**src/rtl/pc_gen.sv**
```systemverilog
// pc_gen -- program-counter generator for the fetch stage.
//
// Holds the architectural PC and picks the next fetch address from, in
// priority order: exception vector, exception return (EPC), branch target,
// jump target, hold (stall) or sequential increment. It also keeps the
// exception PC (EPC) and exception-level (EXL) flag, and turns a misaligned
// branch/jump target into an exception that records the current PC.
//
// Parameters:
//   ADDR_W    PC/EPC width in bits
//   RESET_VEC PC value while reset is asserted (truncated to ADDR_W)
//   EXC_VEC   exception handler address (truncated to ADDR_W)
//   INC       sequential increment in bytes (power of two, >= 1)
//
// Ports:
//   i_clk        clock, all state on rising edge
//   i_rst        asynchronous active-high reset
//   i_stall      hold PC (fetch back-pressure)
//   i_branch     take branch this cycle, target i_branch_pc
//   i_jump       take jump this cycle, target i_jump_pc
//   i_exc        exception request, i_exc_pc is the faulting PC
//   i_eret       return from exception
//   o_pc         current fetch address (registered)
//   o_epc        saved exception PC (registered)
//   o_exl        exception level flag (registered)
//   o_redirect   pulse: o_pc was loaded non-sequentially
//   o_addr_err   pulse: a misaligned redirect became an exception
module pc_gen #(
  parameter int          ADDR_W    = 32,
  parameter logic [31:0] RESET_VEC = 32'h0000_0000,
  parameter logic [31:0] EXC_VEC   = 32'h0000_0180,
  parameter int          INC       = 4
) (
  input  logic              i_clk,
  input  logic              i_rst,
  input  logic              i_stall,
  input  logic              i_branch,
  input  logic [ADDR_W-1:0] i_branch_pc,
  input  logic              i_jump,
  input  logic [ADDR_W-1:0] i_jump_pc,
  input  logic              i_exc,
  input  logic [ADDR_W-1:0] i_exc_pc,
  input  logic              i_eret,
  output logic [ADDR_W-1:0] o_pc,
  output logic [ADDR_W-1:0] o_epc,
  output logic              o_exl,
  output logic              o_redirect,
  output logic              o_addr_err
);

  localparam logic [ADDR_W-1:0] RESET_PC = ADDR_W'(RESET_VEC);
  localparam logic [ADDR_W-1:0] EXC_PC   = ADDR_W'(EXC_VEC);
  localparam logic [ADDR_W-1:0] INC_V    = ADDR_W'(INC);
  // Low bits that must be zero in a redirect target; all-zero when INC=1,
  // so nothing is ever misaligned in that configuration.
  localparam logic [ADDR_W-1:0] ALIGN_MASK = ADDR_W'(INC - 1);

  // True when the target has any of the alignment bits set.
  function automatic logic is_misaligned(input logic [ADDR_W-1:0] target);
    return |(target & ALIGN_MASK);
  endfunction

  logic [ADDR_W-1:0] pc_q,  pc_d;
  logic [ADDR_W-1:0] epc_q, epc_d;
  logic              exl_q, exl_d;
  logic              redirect_q, redirect_d;
  logic              addr_err_q, addr_err_d;

  logic              redir_take_s;
  logic [ADDR_W-1:0] redir_pc_s;

  // Winning redirect source: branch beats jump.
  always_comb begin
    redir_take_s = i_branch | i_jump;
    if (i_branch) begin
      redir_pc_s = i_branch_pc;
    end else begin
      redir_pc_s = i_jump_pc;
    end
  end

  // Next-state selection in priority order.
  always_comb begin
    pc_d       = pc_q;
    epc_d      = epc_q;
    exl_d      = exl_q;
    redirect_d = 1'b0;
    addr_err_d = 1'b0;
    if (i_exc) begin
      pc_d       = EXC_PC;
      redirect_d = 1'b1;
      // Nested exceptions keep the original EPC.
      if (!exl_q) begin
        epc_d = i_exc_pc;
        exl_d = 1'b1;
      end else begin
        epc_d = epc_q;
        exl_d = exl_q;
      end
    end else if (i_eret) begin
      pc_d       = epc_q;
      exl_d      = 1'b0;
      redirect_d = 1'b1;
    end else if (redir_take_s) begin
      redirect_d = 1'b1;
      if (is_misaligned(redir_pc_s)) begin
        // Address error: the instruction at the current PC is the culprit.
        pc_d       = EXC_PC;
        addr_err_d = 1'b1;
        if (!exl_q) begin
          epc_d = pc_q;
          exl_d = 1'b1;
        end else begin
          epc_d = epc_q;
          exl_d = exl_q;
        end
      end else begin
        pc_d = redir_pc_s;
      end
    end else if (i_stall) begin
      pc_d = pc_q;
    end else begin
      pc_d = pc_q + INC_V;
    end
  end

  // State registers with asynchronous reset.
  always_ff @(posedge i_clk or posedge i_rst) begin
    if (i_rst) begin
      pc_q       <= RESET_PC;
      epc_q      <= '0;
      exl_q      <= 1'b0;
      redirect_q <= 1'b0;
      addr_err_q <= 1'b0;
    end else begin
      pc_q       <= pc_d;
      epc_q      <= epc_d;
      exl_q      <= exl_d;
      redirect_q <= redirect_d;
      addr_err_q <= addr_err_d;
    end
  end

  assign o_pc       = pc_q;
  assign o_epc      = epc_q;
  assign o_exl      = exl_q;
  assign o_redirect = redirect_q;
  assign o_addr_err = addr_err_q;

endmodule

```
**config.mk**
```make
export PLATFORM = sky130hd
export DESIGN_NAME = pc_gen
export DESIGN_NICKNAME = d
export VERILOG_FILES = /design/src/rtl/pc_gen.sv
export SDC_FILE = /design/constraint.sdc
export NUM_CORES = 1
export LEC_CHECK = 0
export BUFFER_PORTS_ARGS = -buffer_cell sky130_fd_sc_hd__buf_2
export CORE_UTILIZATION = 45
export CTS_BUF_LIST = sky130_fd_sc_hd__clkbuf_8 sky130_fd_sc_hd__clkbuf_16
export CTS_CLUSTER_DIAMETER = 80
export CTS_CLUSTER_SIZE = 25
export DETAILED_ROUTE_END_ITERATION = 16
export PLACE_DENSITY = 0.77
export SYNTH_ARGS = -nofsm -noshare
export SYNTH_HDL_FRONTEND = slang
export SYNTH_SLANG_ARGS = --single-unit
```
**constraint.sdc**
```tcl
create_clock -name i_clk -period 2.1 [get_ports i_clk]
set_input_delay 0.42 -clock i_clk [delete_from_list [all_inputs] [get_ports i_clk]]
set_output_delay 0.42 -clock i_clk [all_outputs]
set_load 0.1 [all_outputs]
```
==> reports/metrics.cfg <==
[status]
outcome = finished, final reports clean

[detailed_routing]
vias = 4792
drt-pass1-iter-count = 5
viasPerCell = 5.99
ant_nets = 0
remaining_drc_errors = 0
drt_wl_total_um = 14800
wl_per_cell_um = 18.5
drtIter0Drc = 343

[layout]
n_fill_cell = 854
area_delta_synth_final_pct = 32.6
final_area_um2 = 5850
nets = 770
multi_input_area_um2 = 2540
drive_gt1_frac = 0.458
antennaDiodeCount = 0
regArea_um2 = 1740

[worst_setup_path]
crit_type = reg -> reg
critPathBufInv = 0
crit_fanout = 8
arrival_ns = 2.25
cpLargestDelayFamily = simple AND/OR/NAND/NOR gates
path_cells = nand4_1, nor4_1, a31o_2, a221oi_2, a2111oi_2
slowest_stage = nor4_1
cp.required_ns = 2.34
start_kind = flip-flop
setup.worst_path.end_class = flip-flop
critical-path-max-stage-delay_ns = 0.50

[logic_synthesis]
synth_top_area_share = 0.380
synth-seq-area-share = 0.380
avgSynthCellArea_um2 = 9.13
yosysWarnings = 0
yosysMostFrequentCell = dfrtp_1
async_flop_share = 1.00
synth.area.top_cells = dfrtp_1 38%, mux2_2 11%, a21oi_1 5.1%
synth_nets = 587
synthCells = 483
yosysUniqueCellTypes = 61
synth_common_cells = 67 x dfrtp_1, 45 x a21oi_1, 42 x mux2_2
synth-edff-count = 0
ys_seq_elements = 67
synth_top_area_cell = dfrtp_1
syn-cell-area_um2 = 4410
ys.flop_type = dfrtp_1

[floorplan]
num_rows = 35
pin_count = 170
die_area_um2 = 10200
die-width_um = 101
core_region_area_um2 = 9370
initial_core_util = 0.471
die_y_um = 101

[cts]
cts_resized = 0
tritoncts = done
h-tree-depth = 3
clockBufferDepth = 2
cts_setup_buffers = 0
insertion_delay_ns = 0.35
clk_pin_slew_ns = 0.08
cts_made_buffers = 9
cts_sinks = 67
cts_root_buffer = clkbuf_8
holdBufCountCts = 0

[global_routing]
grt-ovfl-total = 0
grt_start_max_net_pins = 68
grt_usage = 0.295
grt_pass1_wl_um = 22900
grt_pass1_vias = 4583
antenna_found_initial = 0

[timing]
drv_slew = 0
grt_setup_unrepaired = false
slew_headroom = 0.540
period_minus_slack_ns = 2.01
period_share = 0.957
tns_ns = 0
finalHoldViolations = 0
tightest_slew_ns = 0.689
setup_slack_ns = 0.0907
setup_viol = 0
max_clock_freq_mhz = 498
skew_ns = 0.0127

[placed_design]
post_dp_cell_area_um2 = 5640
hpwl_um = 10600
io_buffers = 169
dp_slack_ns = -0.331
place.gp.congestion = 0.909

[run]
max-cap-violations = 0

[pwr]
ir_drop_uv = 576
power.leakage_uw = 0.00267
p_per_area_nw_per_um2 = 925

[hold_path]
min_path_type = in -> async

==> cell usage in the layout (no fill, tap or decap), types with 10 or more instances in the layout <==
| master | n |
|---|---|
| mux2i_1 | 20 |
| o211ai_1 | 11 |
| buf_4 | 34 |
| o22ai_1 | 28 |
| dfrtp_1 | 42 |
| nand3_1 | 16 |
| nor2_1 | 24 |
| clkbuf_8 | 10 |
| nor3_1 | 19 |
| inv_1 | 17 |
| nand2_1 | 24 |
| a21oi_1 | 45 |
| mux2_2 | 42 |
| dfrtp_4 | 11 |
| buf_2 | 169 |
| dfrtp_2 | 14 |
| o21ai_0 | 28 |
==> worst min-delay path, cell delays in order <==
cell and delay (ns):
buf_2 0.11, clkinvlp_4 0.07, buf_12 0.28
==> metrics by stage <==
step	std cells	power, uW	util	hold WS, ns
after floorplan	483	3770	-	0.527
after global placement	783	4280	0.602	0.503
after detailed placement	783	4320	0.602	0.507
after CTS	799	5400	0.622	0.182
after global routing	800	5600	0.624	0.194
final	800	5410	0.624	0.127
==> registers in the layout (all words and copies together), names as in the netlist <==
name and flops:
o_epc 32, o_pc 32, o_addr_err 1, o_exl 1, o_redirect 1
==> power breakdown <==
group / leakage, uW / switching [uW] / internal, uW
logic: 0.00175 / 2010 / 539
registers: 0.000817 / 249 / 1510
clock network: 0.000103 / 531 / 571
total: 0.00267 / 2790 / 2620
==> path summary, 6_finish.rpt <==
| kind | from | to | slack (ns) | cells after the start |
|---|---|---|---|---|
| worst max-delay path | o_pc[19] | o_pc[31] | 0.09 | 5 |
| worst min-delay path | i_rst | o_epc[6] | 0.13 | 3 |
| worst max register to register | o_pc[19] | o_pc[31] | 0.09 | 5 |
| worst min register to register | o_pc[1] | o_pc[1] | 0.53 | 1 |
| max in group asynchronous | i_rst | o_pc[2] | 1.58 | 3 |
| min in group i_clk | i_branch_pc[8] | o_pc[8] | 0.33 | 3 |
==> cells by family (layout without fill, tap and decap cells) <==
group | count (synthesis) | after routing | share of synthesized area
buf+inv | 52 | 239 | 0.0511
flops | 67 | 67 | 0.380
fa+ha+maj | 1 | 1 | 0.00284
xor+xnor | 10 | 10 | 0.0199
simple gates | 137 | 138 | 0.171
compound gates | 154 | 154 | 0.223
mux | 62 | 62 | 0.153
==> layout make-up <==
| class | count | area share |
|---|---|---|
| Timing Repair Buffer | 205 | 0.195 |
| Tap cell | 129 | 0.0276 |
| Multi-Input combinational cell | 365 | 0.435 |
| Clock inverter | 6 | 0.00963 |
| Sequential cell | 67 | 0.297 |
| Inverter | 18 | 0.0122 |
| Clock buffer | 10 | 0.0235 |
==> per-layer routing <==
layer	vias to the layer above	global-route usage	share of wire
li1	2192	-	-
met1	2321	0.377	0.40
met2	242	0.500	0.50
met3	37	0.0409	0.069
met4	0	0.124	0.025
met5	-	0	0
(Power assumes the default switching activity.)
